**src/rtl/pixel_pkg.sv**
```systemverilog
// rtl/pixel_pkg.sv - shared state encoding and defaults for the pixel conversion sequencer
package pixel_pkg;

  localparam int DEFAULT_BIT_DEPTH = 10;

  typedef enum logic [2:0] {
    ST_IDLE    = 3'd0,
    ST_ERASE   = 3'd1,
    ST_EXPOSE  = 3'd2,
    ST_CONVERT = 3'd3,
    ST_READ    = 3'd4
  } seq_state_t;

  function automatic int max_of3(input int a, input int b, input int c);
    int m;
    m = a;
    if (b > m) m = b;
    if (c > m) m = c;
    return m;
  endfunction

endpackage

```
**src/rtl/pixel_conversion_sequencer_phase_timer.sv**
```systemverilog
// rtl/pixel_conversion_sequencer_phase_timer.sv - loadable saturating down-counter with terminal-count flag
module phase_timer #(
  parameter int WIDTH = 8
) (
  input  logic             CLOCK,
  input  logic             RESET,
  input  logic             load,
  input  logic [WIDTH-1:0] load_value,
  output logic             terminal
);

  logic [WIDTH-1:0] count;

  // Load wins; otherwise count down and park at zero so a finished phase never wraps
  always_ff @(posedge CLOCK or posedge RESET) begin
    if (RESET) begin
      count <= '0;
    end else if (load) begin
      count <= load_value;
    end else if (count != '0) begin
      count <= count - WIDTH'(1);
    end
  end

  assign terminal = (count == '0);

endmodule

```
**src/rtl/pixel_conversion_sequencer.sv**
```systemverilog
// rtl/pixel_conversion_sequencer.sv - erase/expose/convert/read frame sequencer (PIXEL_SEQ_CONTINUOUS_EN: free-running frames)
module pixel_conversion_sequencer
  import pixel_pkg::*;
#(
  parameter int BIT_DEPTH     = DEFAULT_BIT_DEPTH,
  parameter int ERASE_CYCLES  = 5,
  parameter int EXPOSE_CYCLES = 255,
  parameter int NUM_ROWS      = 2,
  localparam int ROW_W        = (NUM_ROWS > 1) ? $clog2(NUM_ROWS) : 1
) (
  input  logic             CLOCK,
  input  logic             RESET,
  input  logic             START,
  input  logic             ROW_READY,
  output logic             BUSY,
  output logic             ERASE,
  output logic             EXPOSE,
  output logic             COUNTER_RESET,
  output logic             COUNTER_ENABLE,
  output logic             ROW_VALID,
  output logic [ROW_W-1:0] ROW_SELECT,
  output logic             FRAME_DONE
);

  // CONVERT spends one counter-reset cycle plus 2^BIT_DEPTH enable cycles,
  // so loading 2^BIT_DEPTH makes the timer hit zero on the last enable cycle.
  localparam int CONVERT_COUNT = 2 ** BIT_DEPTH;
  localparam int TIMER_MAX     = max_of3(ERASE_CYCLES - 1, EXPOSE_CYCLES - 1, CONVERT_COUNT);
  localparam int TIMER_W       = $clog2(TIMER_MAX + 1);

  localparam logic [TIMER_W-1:0] ERASE_LOAD   = TIMER_W'(ERASE_CYCLES - 1);
  localparam logic [TIMER_W-1:0] EXPOSE_LOAD  = TIMER_W'(EXPOSE_CYCLES - 1);
  localparam logic [TIMER_W-1:0] CONVERT_LOAD = TIMER_W'(CONVERT_COUNT);
  localparam logic [ROW_W-1:0]   LAST_ROW     = ROW_W'(NUM_ROWS - 1);

  seq_state_t         state;
  seq_state_t         next_state;
  logic               timer_load;
  logic [TIMER_W-1:0] timer_load_value;
  logic               timer_tc;
  logic               handshake;
  logic               last_row;
  logic               frame_end;

  logic               busy_d;
  logic               erase_d;
  logic               expose_d;
  logic               counter_reset_d;
  logic               counter_enable_d;
  logic               row_valid_d;
  logic [ROW_W-1:0]   row_select_d;

  phase_timer #(
    .WIDTH(TIMER_W)
  ) u_phase_timer (
    .CLOCK      (CLOCK),
    .RESET      (RESET),
    .load       (timer_load),
    .load_value (timer_load_value),
    .terminal   (timer_tc)
  );

  assign handshake = ROW_VALID & ROW_READY;
  assign last_row  = (ROW_SELECT == LAST_ROW);

  // State register
  always_ff @(posedge CLOCK or posedge RESET) begin
    if (RESET) begin
      state <= ST_IDLE;
    end else begin
      state <= next_state;
    end
  end

  // Next-state logic; the shared timer is reloaded on every entry into a timed phase
  always_comb begin
    next_state       = state;
    timer_load       = 1'b0;
    timer_load_value = '0;
    frame_end        = 1'b0;
    case (state)
      ST_IDLE: begin
        if (START) begin
          next_state       = ST_ERASE;
          timer_load       = 1'b1;
          timer_load_value = ERASE_LOAD;
        end
      end
      ST_ERASE: begin
        if (timer_tc) begin
          next_state       = ST_EXPOSE;
          timer_load       = 1'b1;
          timer_load_value = EXPOSE_LOAD;
        end
      end
      ST_EXPOSE: begin
        if (timer_tc) begin
          next_state       = ST_CONVERT;
          timer_load       = 1'b1;
          timer_load_value = CONVERT_LOAD;
        end
      end
      ST_CONVERT: begin
        if (timer_tc) begin
          next_state = ST_READ;
        end
      end
      ST_READ: begin
        if (handshake && last_row) begin
          frame_end = 1'b1;
`ifdef PIXEL_SEQ_CONTINUOUS_EN
          next_state       = ST_ERASE;
          timer_load       = 1'b1;
          timer_load_value = ERASE_LOAD;
`else
          next_state = ST_IDLE;
`endif
        end
      end
      default: begin
        next_state = ST_IDLE;
      end
    endcase
  end

  // Output decode from the upcoming state so the registered outputs line up with it
  always_comb begin
    busy_d           = (next_state != ST_IDLE);
    erase_d          = (next_state == ST_ERASE);
    expose_d         = (next_state == ST_EXPOSE);
    counter_reset_d  = (next_state == ST_CONVERT) && (state != ST_CONVERT);
    counter_enable_d = (next_state == ST_CONVERT) && (state == ST_CONVERT);
    row_valid_d      = (next_state == ST_READ);
    row_select_d     = '0;
    if ((next_state == ST_READ) && (state == ST_READ)) begin
      row_select_d = handshake ? (ROW_SELECT + ROW_W'(1)) : ROW_SELECT;
    end
  end

  // Output registers; the counter is held cleared while in reset
  always_ff @(posedge CLOCK or posedge RESET) begin
    if (RESET) begin
      BUSY           <= 1'b0;
      ERASE          <= 1'b0;
      EXPOSE         <= 1'b0;
      COUNTER_RESET  <= 1'b1;
      COUNTER_ENABLE <= 1'b0;
      ROW_VALID      <= 1'b0;
      ROW_SELECT     <= '0;
      FRAME_DONE     <= 1'b0;
    end else begin
      BUSY           <= busy_d;
      ERASE          <= erase_d;
      EXPOSE         <= expose_d;
      COUNTER_RESET  <= counter_reset_d;
      COUNTER_ENABLE <= counter_enable_d;
      ROW_VALID      <= row_valid_d;
      ROW_SELECT     <= row_select_d;
      FRAME_DONE     <= frame_end;
    end
  end

endmodule

```
**config.mk**
```make
export PLATFORM = sky130hd
export DESIGN_NAME = pixel_conversion_sequencer
export DESIGN_NICKNAME = d
export VERILOG_FILES = /design/src/rtl/pixel_pkg.sv /design/src/rtl/pixel_conversion_sequencer_phase_timer.sv /design/src/rtl/pixel_conversion_sequencer.sv
export SDC_FILE = /design/constraint.sdc
export NUM_CORES = 1
export LEC_CHECK = 0
export ABC_AREA = 1
export BUFFER_PORTS_ARGS = -buffer_cell sky130_fd_sc_hd__buf_2
export CAP_MARGIN = 20
export CORE_ASPECT_RATIO = 1.4
export CORE_MARGIN = 1
export CORE_UTILIZATION = 45
export DETAILED_ROUTE_END_ITERATION = 8
export GPL_TIMING_DRIVEN = 0
export PLACE_DENSITY_LB_ADDON = 0.15
export SLEW_MARGIN = 25
export SYNTH_ARGS = -nofsm -noshare
export SYNTH_HDL_FRONTEND = slang
export SYNTH_SLANG_ARGS = --single-unit
```
**constraint.sdc**
```tcl
create_clock -name CLOCK -period 1.9 [get_ports CLOCK]
set_clock_uncertainty 0.15 [all_clocks]
set_input_delay 0.19 -clock CLOCK [delete_from_list [all_inputs] [get_ports CLOCK]]
set_output_delay 0.19 -clock CLOCK [all_outputs]
set_load 0.005 [all_outputs]
```
* Word-level counts from Yosys, hierarchy flattened
Index checks and enable logic that the tools add are counted.
** Word-level totals
- Register bits after elaboration :: 22
- Bits of input ports :: 4
- Output and inout port bits :: 8
- Logic and storage cells :: 52
** Cells by class
- Add/sub/neg operators :: 2
- Equal/unequal tests :: 10
- Muxes and demuxes :: 19
- Bitwise logic cells :: 1
- Reduce and logical (&&, ||, !) cells :: 10
** Operator list (count)
- 11-bit two-way mux :: 3
- 11-bit case mux with 3 select lines :: 1
- 3-bit two-way mux :: 6
- 3-bit case mux with 5 select lines :: 1
- 3-bit by 2-bit equality test with 1-bit output, second input constant :: 4
- 11-bit zero test :: 1
- 11-bit nonzero test :: 1
- 11-bit by 1-bit subtractor with 11-bit output, second input constant :: 1
- 8-bit two-way mux :: 1
- 3-bit by 1-bit equality test with 1-bit output, second input constant :: 2
- 3-bit equality test, second input constant :: 2
- 1-bit two-way mux :: 6
- 1-bit logical AND :: 4
- 3-bit zero test :: 1
- 3-bit by 2-bit != test with 1-bit output, second input constant :: 1
- 3-bit nonzero test :: 1
- 2-bit != test, second input constant :: 1
- 1-bit case mux with 2 select lines :: 1
- 2-bit nonzero test :: 1
- 2-bit OR reduction :: 1
- 1-bit adder, second input constant :: 1
- 1-bit bitwise AND :: 1

* Logic depth before layout (Yosys ltp)
Gate-level depths: netlist (run 1).
- Word-level depth :: 7
- Gate-level depth with buffers :: 10
- Gate-level depth less buffers :: 10

* Modules after synthesis
From an unflattened synthesis (run 1), not the netlist that was laid out.
** Second synthesis, totals
- Cell total of the unflattened synthesis :: 154
- Area total of the unflattened synthesis :: 1207.4 µm²
** By module, submodules not included
- phase_timer :: instances 1, cells an instance 98, area an instance 734.5 µm², sequential area each 275.3 µm²
- pixel_conversion_sequencer :: instances 1, cells an instance 56, area an instance 473.0 µm², sequential area each 276.5 µm²

* Worst setup path before layout (run 1)
OpenSTA, ideal clock, no wires.
- Path kind :: flip-flop to flip-flop
- From :: register u_phase_timer.count[0]
- To :: register BUSY
- Setup time :: 119 ps
- Arrival time :: 1344 ps
- Data required time :: 1631 ps
- Slack :: 287 ps
- Cell stages (with the launch flop) :: 10
- Buffers on the path :: 0
- Period minus slack after synthesis :: 1613 ps
- Cell sequence :: dfrtp_1 -> inv_1 -> ha_1 -> nand2_2 -> nor2_8 -> nand2_4 -> nand2_2 -> nand3_2 -> nor2_1 -> nand2_1
** On the way
- Cells in the longest elaborated chain, start to end :: 4
- Elaborated cells on any way between the ends :: 6
- Classes of those cells :: mux (4); reduce/logical (2)
** RTL lines
- start: declaration :: line pixel_conversion_sequencer_phase_timer.sv:12 : logic [WIDTH-1:0] count;
- start signal: assignment :: line pixel_conversion_sequencer_phase_timer.sv:19 : count <= load_value;
- start signal: assignment :: line pixel_conversion_sequencer_phase_timer.sv:21 : count <= count - WIDTH'(1);
- 11-bit zero test (*) :: line pixel_conversion_sequencer_phase_timer.sv:25 : assign terminal = (count == '0);
- 3-bit two-way mux (on tied branches) :: line pixel_conversion_sequencer.sv:104, pixel_conversion_sequencer.sv:90, pixel_conversion_sequencer.sv:97
- 3-bit case mux with 5 select lines (*) :: line pixel_conversion_sequencer.sv:81 : case (state)
- net next_state[1] :: line pixel_conversion_sequencer.sv:37 : seq_state_t next_state;
- 3-bit nonzero test (*) :: line pixel_conversion_sequencer.sv:128 : busy_d = (next_state != ST_IDLE);
- net busy_d :: line pixel_conversion_sequencer.sv:45 : logic busy_d;
- end signal: assignment :: line pixel_conversion_sequencer.sv:152 : BUSY <= busy_d;
- end: declaration :: line pixel_conversion_sequencer.sv:15 : output logic BUSY,
The timed path passes the listed nets; every way through them passes the cells marked *.
A chain may end at the register's enable or synchronous reset.

* Worst setup path in the final report (run 1)
Same ends and word-level chain as after synthesis.

==> run summary, run 1 <==
The number of nets with antenna violations after routing was 0. The cell sitting at the root of the clock tree is a sky130_fd_sc_hd__clkbuf_4. For the area of the mapped netlist, the log shows 0.001135 sq mm. In this run the worst setup path begins at u_phase_timer.count[0].

The routed layout has 879 vias. The die is 61.42 um tall. The synthesized area per cell was 8.797 sq um; the worst slack on hold paths was 0.3930 ns. The run finished with clean final reports. The number of antenna repair diodes is 0, and the highest attainable clock frequency is 0.5564 GHz. The final routed wire length divided by cell count was 11.92 um. After floorplanning, the core was divided into 21 placement rows. The initial DRC count was 43; the post-CTS setup buffer count was 0.

Across every metal layer, demand over resource in global routing totals 18.17%. Across the VDD grid, the largest voltage drop is 0.0008704 V. The worst setup slack after placement was 0.07124 ns.

The tools report the launch instance of the worst register-to-register path as u_phase_timer.count[0]. The measured slew at the worst slew-check pin came out at 0.8412 ns. Once routing completed, OpenROAD measured the worst setup slack at 0.1026 ns. In the post-synthesis netlist, the cell with the most instances is sky130_fd_sc_hd__dfrtp_1.

The run gives 1.97 ns as the data required time of the critical path. The total of fill cells in the finished design was 229; the total negative slack was 0 ns. The worst setup path is captured at a flip-flop. The total CTS buffers is 3. After detailed routing, the number of remaining DRC violations is 0. In this run the worst path has a maximum fanout of 8.

The minimum period implied by the final worst setup slack was 1.797 ns. The post-synthesis sequential element count works out to 22. STA classifies the critical path startpoint as a flip-flop. The first-pass GRT wire length was 3588 um.

The run gives 22 as the count of clock tree sinks. After detailed placement, the design holds a cell count of 174. The core region is 0.002391 sq mm. In this run the static leakage power is 0.0006952 uW.

Global routing finished with a remaining overflow of 0. The number of antenna violations at the first check in global routing came out at 0. The logs give 0.7891 for the routability-driven placement congestion ratio and 152 for the number of nets in the layout.

Clock latency on the worst-skew pair, taken at its later pin, is 0.32 ns. The startpoint identified for the worst hold timing path is START. Ranked by total cell area, the synthesized netlist is headed by sky130_fd_sc_hd__dfrtp_1 46%, sky130_fd_sc_hd__nand2_1 6.3%, sky130_fd_sc_hd__nor2_1 6.0%, sky130_fd_sc_hd__nand3_1 5.3%, sky130_fd_sc_hd__inv_1 5.3%. Share of cells above drive strength 1: 23.97%.

Setup repair after global routing left no endpoint under its margin. Dividing total power by cell area gives a power density of 1408 mW/mm^2. By count the netlist is led by 21 x sky130_fd_sc_hd__dfrtp_1, 19 x sky130_fd_sc_hd__nand2_1, 18 x sky130_fd_sc_hd__nor2_1. The worst setup path is of the reg2reg kind. The share of synthesized area in the top cell type comes to 46.31%. The netlist uses 28 different library cells. The growth of design area from synthesis to finish came out at 13.78%.

Input and output buffers added on the ports amount to 11. For this configuration, the core starts out at a cell density of 47.46%. The total count of hold-check failures in the final report was 0.

For this run, asynchronously set or reset flops after synthesis account for 100.0%. Dividing the final minimum period by the clock period gives 94.60%. TritonCTS built the clock tree.

The number of slew-limit violations in the final report is 0. The tools report the number of top-level pins as 12. Biggest area consumer among synthesized cells: sky130_fd_sc_hd__dfrtp_1.

The number of global-route vias before repair is 882, and the number of enable-type register cells in the synthesized netlist is 0. The clock transition at the registers of the reported paths works out to 0.13 ns. The fraction of the core area covered by cells at the end of the flow was 54.00%; the area enclosed by the die boundary was 0.002730 sq mm. Worst slew margin relative to its limit: 43.86%. For the maximum number of pins on one net before global-route repair, the log shows 23. In this run the deepest clock path goes through 2 buffers. The number of cells in the finished layout apart from fillers came out at 180. The number of warning messages in the yosys log is 0, and the H-tree depth is 1. Among all flip-flop cells after synthesis, the most frequent one is sky130_fd_sc_hd__dfrtp_1. The floorplan step set the die width to 44.44 um.

At the worst endpoint, the arrival time is 1.87 ns. Synthesized netlist net count: 134. Across the run, the number of max-cap violations was 0. The first detailed-routing pass took 4 iterations. The HPWL after detailed placement is 1526 um. The tools report the total of endpoints with negative setup slack in the final report as 0. The wire length reported by the detailed router was 2145 um; the sequential-to-total area share from yosys stat was 48.62%. Synthesis produced 129 cells. The ratio of routed vias to standard cells is 4.883. The worst hold path belongs to the class in2reg.
critical path: stages, from the launching register on:
cell                      delay (ns)
sky130_fd_sc_hd__dfrtp_1        0.40
sky130_fd_sc_hd__inv_1          0.11
sky130_fd_sc_hd__ha_2           0.23
sky130_fd_sc_hd__nand2_2        0.13
sky130_fd_sc_hd__nor2_8         0.20
sky130_fd_sc_hd__nand2_4        0.11
sky130_fd_sc_hd__nand2_2        0.09
sky130_fd_sc_hd__nand3_2        0.11
sky130_fd_sc_hd__nor2_1         0.12
sky130_fd_sc_hd__nand2_1        0.06
flip-flops by register name, summed over array words and instances (netlist names):
signal               flops
u_phase_timer.count     11
state                    3
BUSY                     1
COUNTER_ENABLE           1
COUNTER_RESET            1
ERASE                    1
EXPOSE                   1
FRAME_DONE               1
ROW_SELECT               1
ROW_VALID                1
metrics by stage:
| step | cell area (sq um) | power [uW] |
|---|---|---|
| 3_5_place_dp | 1232 | 1561 |
| 4_1_cts | 1289 | 1829 |
| 6_report | 1291 | 1818 |
| 5_1_grt | 1291 | 1970 |
| 3_3_place_gp | 1232 | 1542 |
| 2_1_floorplan | 1135 | 1394 |
layout make-up:
type / count / area (sq um) / share of cell area [%]
multi-input cells: 88 / 510.5 / 39.53
well taps: 34 / 42.54 / 3.295
repair buffers: 13 / 75.07 / 5.814
inverters: 19 / 75.07 / 5.814
flip-flops and latches: 22 / 551.8 / 42.73
clock buffers: 4 / 36.28 / 2.810
repair_timing:
action,in CTS,in global routing
setup endpoints to repair,0,4
hold buffers,2,0
gates resized for setup,0,1
endpoints found under the hold margin,23,0
placed cells by master (no fill, tap or decap), types with 3 or more instances in the layout:
cell and n:
sky130_fd_sc_hd__a21oi_1 6, sky130_fd_sc_hd__o21ai_0 7, sky130_fd_sc_hd__dfrtp_1 21, sky130_fd_sc_hd__nor2_2 3, sky130_fd_sc_hd__clkbuf_4 3, sky130_fd_sc_hd__inv_1 16
sky130_fd_sc_hd__buf_2 11, sky130_fd_sc_hd__xor2_1 4, sky130_fd_sc_hd__nor2_1 18, sky130_fd_sc_hd__nand3_1 12, sky130_fd_sc_hd__nand2_1 19, sky130_fd_sc_hd__nand2_2 3
metal layers:
layer  wire length [um]  vias up  track usage (%)
met2               1129       12            34.24
met1                900      407            18.46
li1                   -      452                -
met4                 60        0            9.957
met3                 55        8            3.519
met5                  0        -                0
logic make-up (layout without fill, tap and decap cells):
kind of cell	after synthesis	count (layout)	synth area share (%)
and+or+nand+nor	68	68	33.74
DFF	22	22	48.62
buffers and inverters	19	36	6.615
AOI/OAI and AO/OA	15	15	6.835
xor gates and xnor gates	4	4	3.087
adders and majority gates	1	1	1.102
worst paths after layout:
path | slack [ns] | cells after the start | end
min | 0.39 | 3 | state[0]
max | 0.10 | 9 | BUSY
min reg2reg | 0.40 | 2 | ROW_SELECT
min in group asynchronous | 0.43 | 3 | u_phase_timer.count[3]
max in group asynchronous | 0.65 | 3 | u_phase_timer.count[7]
max reg2reg | 0.10 | 9 | BUSY
power by group:
group          internal (uW)  total (uW)  switching, uW
clock                    117         265            147
sequential               621         731            111
combinational            301         822            521
(Power assumes the default switching activity.)
==> run 2: changes to the inputs <==
Settings changed: CORE_UTILIZATION 45 to 56.
==> run 2 against run 1 <==
Net effect:
- critical path depth unchanged
- die area down 19%
- hold slack worse by 0.015 ns
- final cell count down 7.8%
- combinational power up 3.9%
- clock power down 18%
- power down 0.58%
- global-route usage up 5.5 points
- wire length down 2.7%
- final area down 0.68%
- sequential cell count unchanged
==> run summary, run 2 (synthesis gave the netlist of run 1 again) <==
The flow ran to the end, and the final reports show no timing, DRC or antenna violations. The data required time of the critical path came out at 1.96 ns (about the same). The power density relative to cell area was 1409 mW/mm^2 (about the same). The HPWL after detailed placement is 1482 um (-2.9%). The maximum count of clock buffers along a single path was 2 (unchanged). Number of global-route vias before repair: 875 (-0.79%). Minimum period implied by the final worst setup slack: 1.725 ns (-0.07220 ns).

Total negative slack: 0 ns (unchanged). The run gives 70.30% (+16 points) as the fraction of the core area covered by cells at the end of the flow. The H-tree depth was 1 (unchanged). The leakage dissipation was 0.0006925 uW (-0.39%).

Number of flip-flops in the largest register: 11 (unchanged). The ratio of routed vias to standard cells was 5.349 (+9.5%); the initial core utilization was 62.21% (+15 points). The run gives 0.001824 sq mm (-24%) as the total core area. The launch instance of the worst register-to-register path is u_phase_timer.count[0]. Setup repair after global routing left no endpoint under its margin.

STA classifies the critical path endpoint as a flip-flop. The number of slew-limit violations in the final report was 0 (unchanged); the share of cells above drive strength 1 was 23.29% (-0.68 points). The number of instances on the worst hold path is 2 (-1).

Final routed wire length divided by cell count: 12.57 um (+5.5%). For hold timing, the worst endpoint is u_phase_timer.count[1]. TritonCTS built the clock tree. The logs give 18 (-14%) for the count of standard-cell rows and 0 (unchanged) for the total count of hold-check failures in the final report. The library cells used most frequently in the layout, excluding fill and tap cells, are 21 x sky130_fd_sc_hd__dfrtp_1, 19 x sky130_fd_sc_hd__nand2_1, 18 x sky130_fd_sc_hd__nor2_1.

In this run the worst hold path is classified as reg2reg. The tools report the remaining design rule violation count as 0 (unchanged). The worst reg-to-reg setup slack is 0.17 ns (+0.07 ns), and the clock transition at the registers of the reported paths is 0.11 ns (-0.02 ns). The number of antenna repair diodes was 0 (unchanged). Overflow left after global routing: 0 (unchanged). The logs give 529.3 sq um (+3.7%) for the multi-input combinational cell area and 22 (unchanged) for the count of clock tree sinks. The tools report the detailed-router iteration count before antenna repair as 4 (unchanged). The logs give 0 (unchanged) for the number of antenna violations at the first check in global routing and 0 (unchanged) for the post-CTS setup buffer count.

Register containing the most flip-flops in the final layout: u_phase_timer.count. For the total of fill cells in the finished design, the log shows 147 (-36%). Critical path start-end classification: reg2reg. In this run the worst setup path begins at u_phase_timer.count[0].

The number of nets in the layout was 152 (unchanged); the wire length reported by the detailed router was 2087 um (-2.7%). The total via count after detailed routing was 888 (+1.0%). The vertical extent of the die came out at 55.27 um (-10%). For the total of endpoints with negative setup slack in the final report, the log shows 0 (unchanged). The layer flagged by global routing as most heavily used is met2. The destination of the worst register-to-register timing path was BUSY. The arrival time at the worst endpoint was 1.78 ns (-0.09 ns). For the worst slew margin relative to its limit, the log shows 45.10% (+1.2 points). The logs give 0.0009334 V (+7.2%) for the worst supply voltage drop on vdd and 0.002213 sq mm (-19%) for the area enclosed by the die boundary. In the final layout, the registers with the most flip-flops are u_phase_timer.count x11, state x3. The initial DRC count came out at 14 (-67%).

The number of cells on the worst reg-to-reg path is 9 (unchanged). The logs give 166 (-7.8%) for the number of cells in the finished layout apart from fillers and 23.69% (+5.5 points) for the global-route usage over all layers. The logs give 4.819% (+1.3 points) for the routing usage on met3 and 3567 um (-0.59%) for the first-pass GRT wire length. Measured slew at the worst slew-check pin: 0.8226 ns (-0.01865 ns).

The highest attainable clock frequency is 0.5796 GHz (+4.2%). The routability-driven placement congestion ratio was 0.7215 (-8.6%). The met2 usage in global routing came out at 39.17% (+4.9 points). The worst hold path begins at u_phase_timer.count[1]. The post-placement cell count was 160 (-8.0%); the worst-path maximum fanout was 8 (unchanged). The critical path startpoint category is a flip-flop. The logs give 0 (unchanged) for the number of nets with antenna violations after routing and 12 (unchanged) for the number of top-level pins. The run gives 0 (unchanged) as the count of maximum capacitance violations. The clock latency on the worst-skew pair is 0.31 ns (about the same), and the x dimension of the die is 40.05 um (-9.9%). The tree is rooted in a sky130_fd_sc_hd__clkbuf_4. The portion of the clock cycle consumed by the worst path in the final layout works out to 90.80% (-3.8 points). The growth of design area from synthesis to finish works out to 13.01%.

The total CTS buffers is 3 (unchanged), and the maximum number of pins on one net before global-route repair is 23 (unchanged). Leaving out fill and tap cells, the most frequent cell in the layout is sky130_fd_sc_hd__dfrtp_1. The met1 usage is 24.93% (+6.5 points), and the count of port buffers added during placement is 11 (unchanged).

The footprint of the flip-flops and latches is 551.8 sq um (unchanged).
==> run 2: cell counts in the layout (fill, tap and decap cells not counted) <==
No cell type changed its count.
==> run 2: through the flow <==
step           power, uW  hold WS, ns  cell area [sq um]  setup slack [ns]
2_1_floorplan       1394      0.02848               1135            0.2871
3_3_place_gp        1528       0.2299               1215            0.1299
3_5_place_dp        1561       0.2324               1215            0.1000
4_1_cts             1790       0.3648               1261           0.08162
5_1_grt             1977       0.4187               1282           0.04325
6_report            1807       0.3782               1282            0.1748
==> run 2: power by group <==
group / switching, uW / total (uW) / internal (uW)
registers: 114 / 736 / 621
logic: 542 / 854 / 312
clock network: 135 / 217 / 82.0
==> run 2: layer usage <==
| layer | routed length (um) | up-vias |
|---|---|---|
| li1 | - | 448 |
| met1 | 841 | 422 |
| met2 | 1137 | 13 |
| met3 | 51 | 5 |
| met4 | 56 | 0 |
| met5 | 0 | - |
==> run 2: what timing repair did <==
item / CTS / global route
endpoints found under the setup margin: 0 / 5
hold buffers: 2 / 0
endpoints found under the hold margin: 23 / 0
resized for setup: 0 / 3
==> run 2: cell type report <==
type	count	area share, %
flip-flops and latches	22	43.02
multi-input cells	88	41.27
repair buffers	13	5.854
inverters	19	5.854
clock buffers	4	2.049
well taps	20	1.951
==> run 2: how the worst max path moves through the flow <==
stage | endpoint | slack, ns | cells past startpoint
6_report | BUSY | 0.17 | 9
2_1_floorplan | BUSY | 0.29 | 9
4_1_cts | BUSY | 0.08 | 9
3_3_place_gp | BUSY | 0.13 | 9
5_1_grt | BUSY | 0.04 | 9
3_5_place_dp | BUSY | 0.10 | 9
==> run 2: worst max-delay path: stages (launching register included) <==
cell and delay (ns):
sky130_fd_sc_hd__dfrtp_1 0.39, sky130_fd_sc_hd__inv_1 0.14, sky130_fd_sc_hd__ha_4 0.17, sky130_fd_sc_hd__nand2_2 0.12, sky130_fd_sc_hd__nor2_8 0.18, sky130_fd_sc_hd__nand2_4 0.11
sky130_fd_sc_hd__nand2_2 0.09, sky130_fd_sc_hd__nand3_2 0.10, sky130_fd_sc_hd__nor2_1 0.11, sky130_fd_sc_hd__nand2_1 0.05
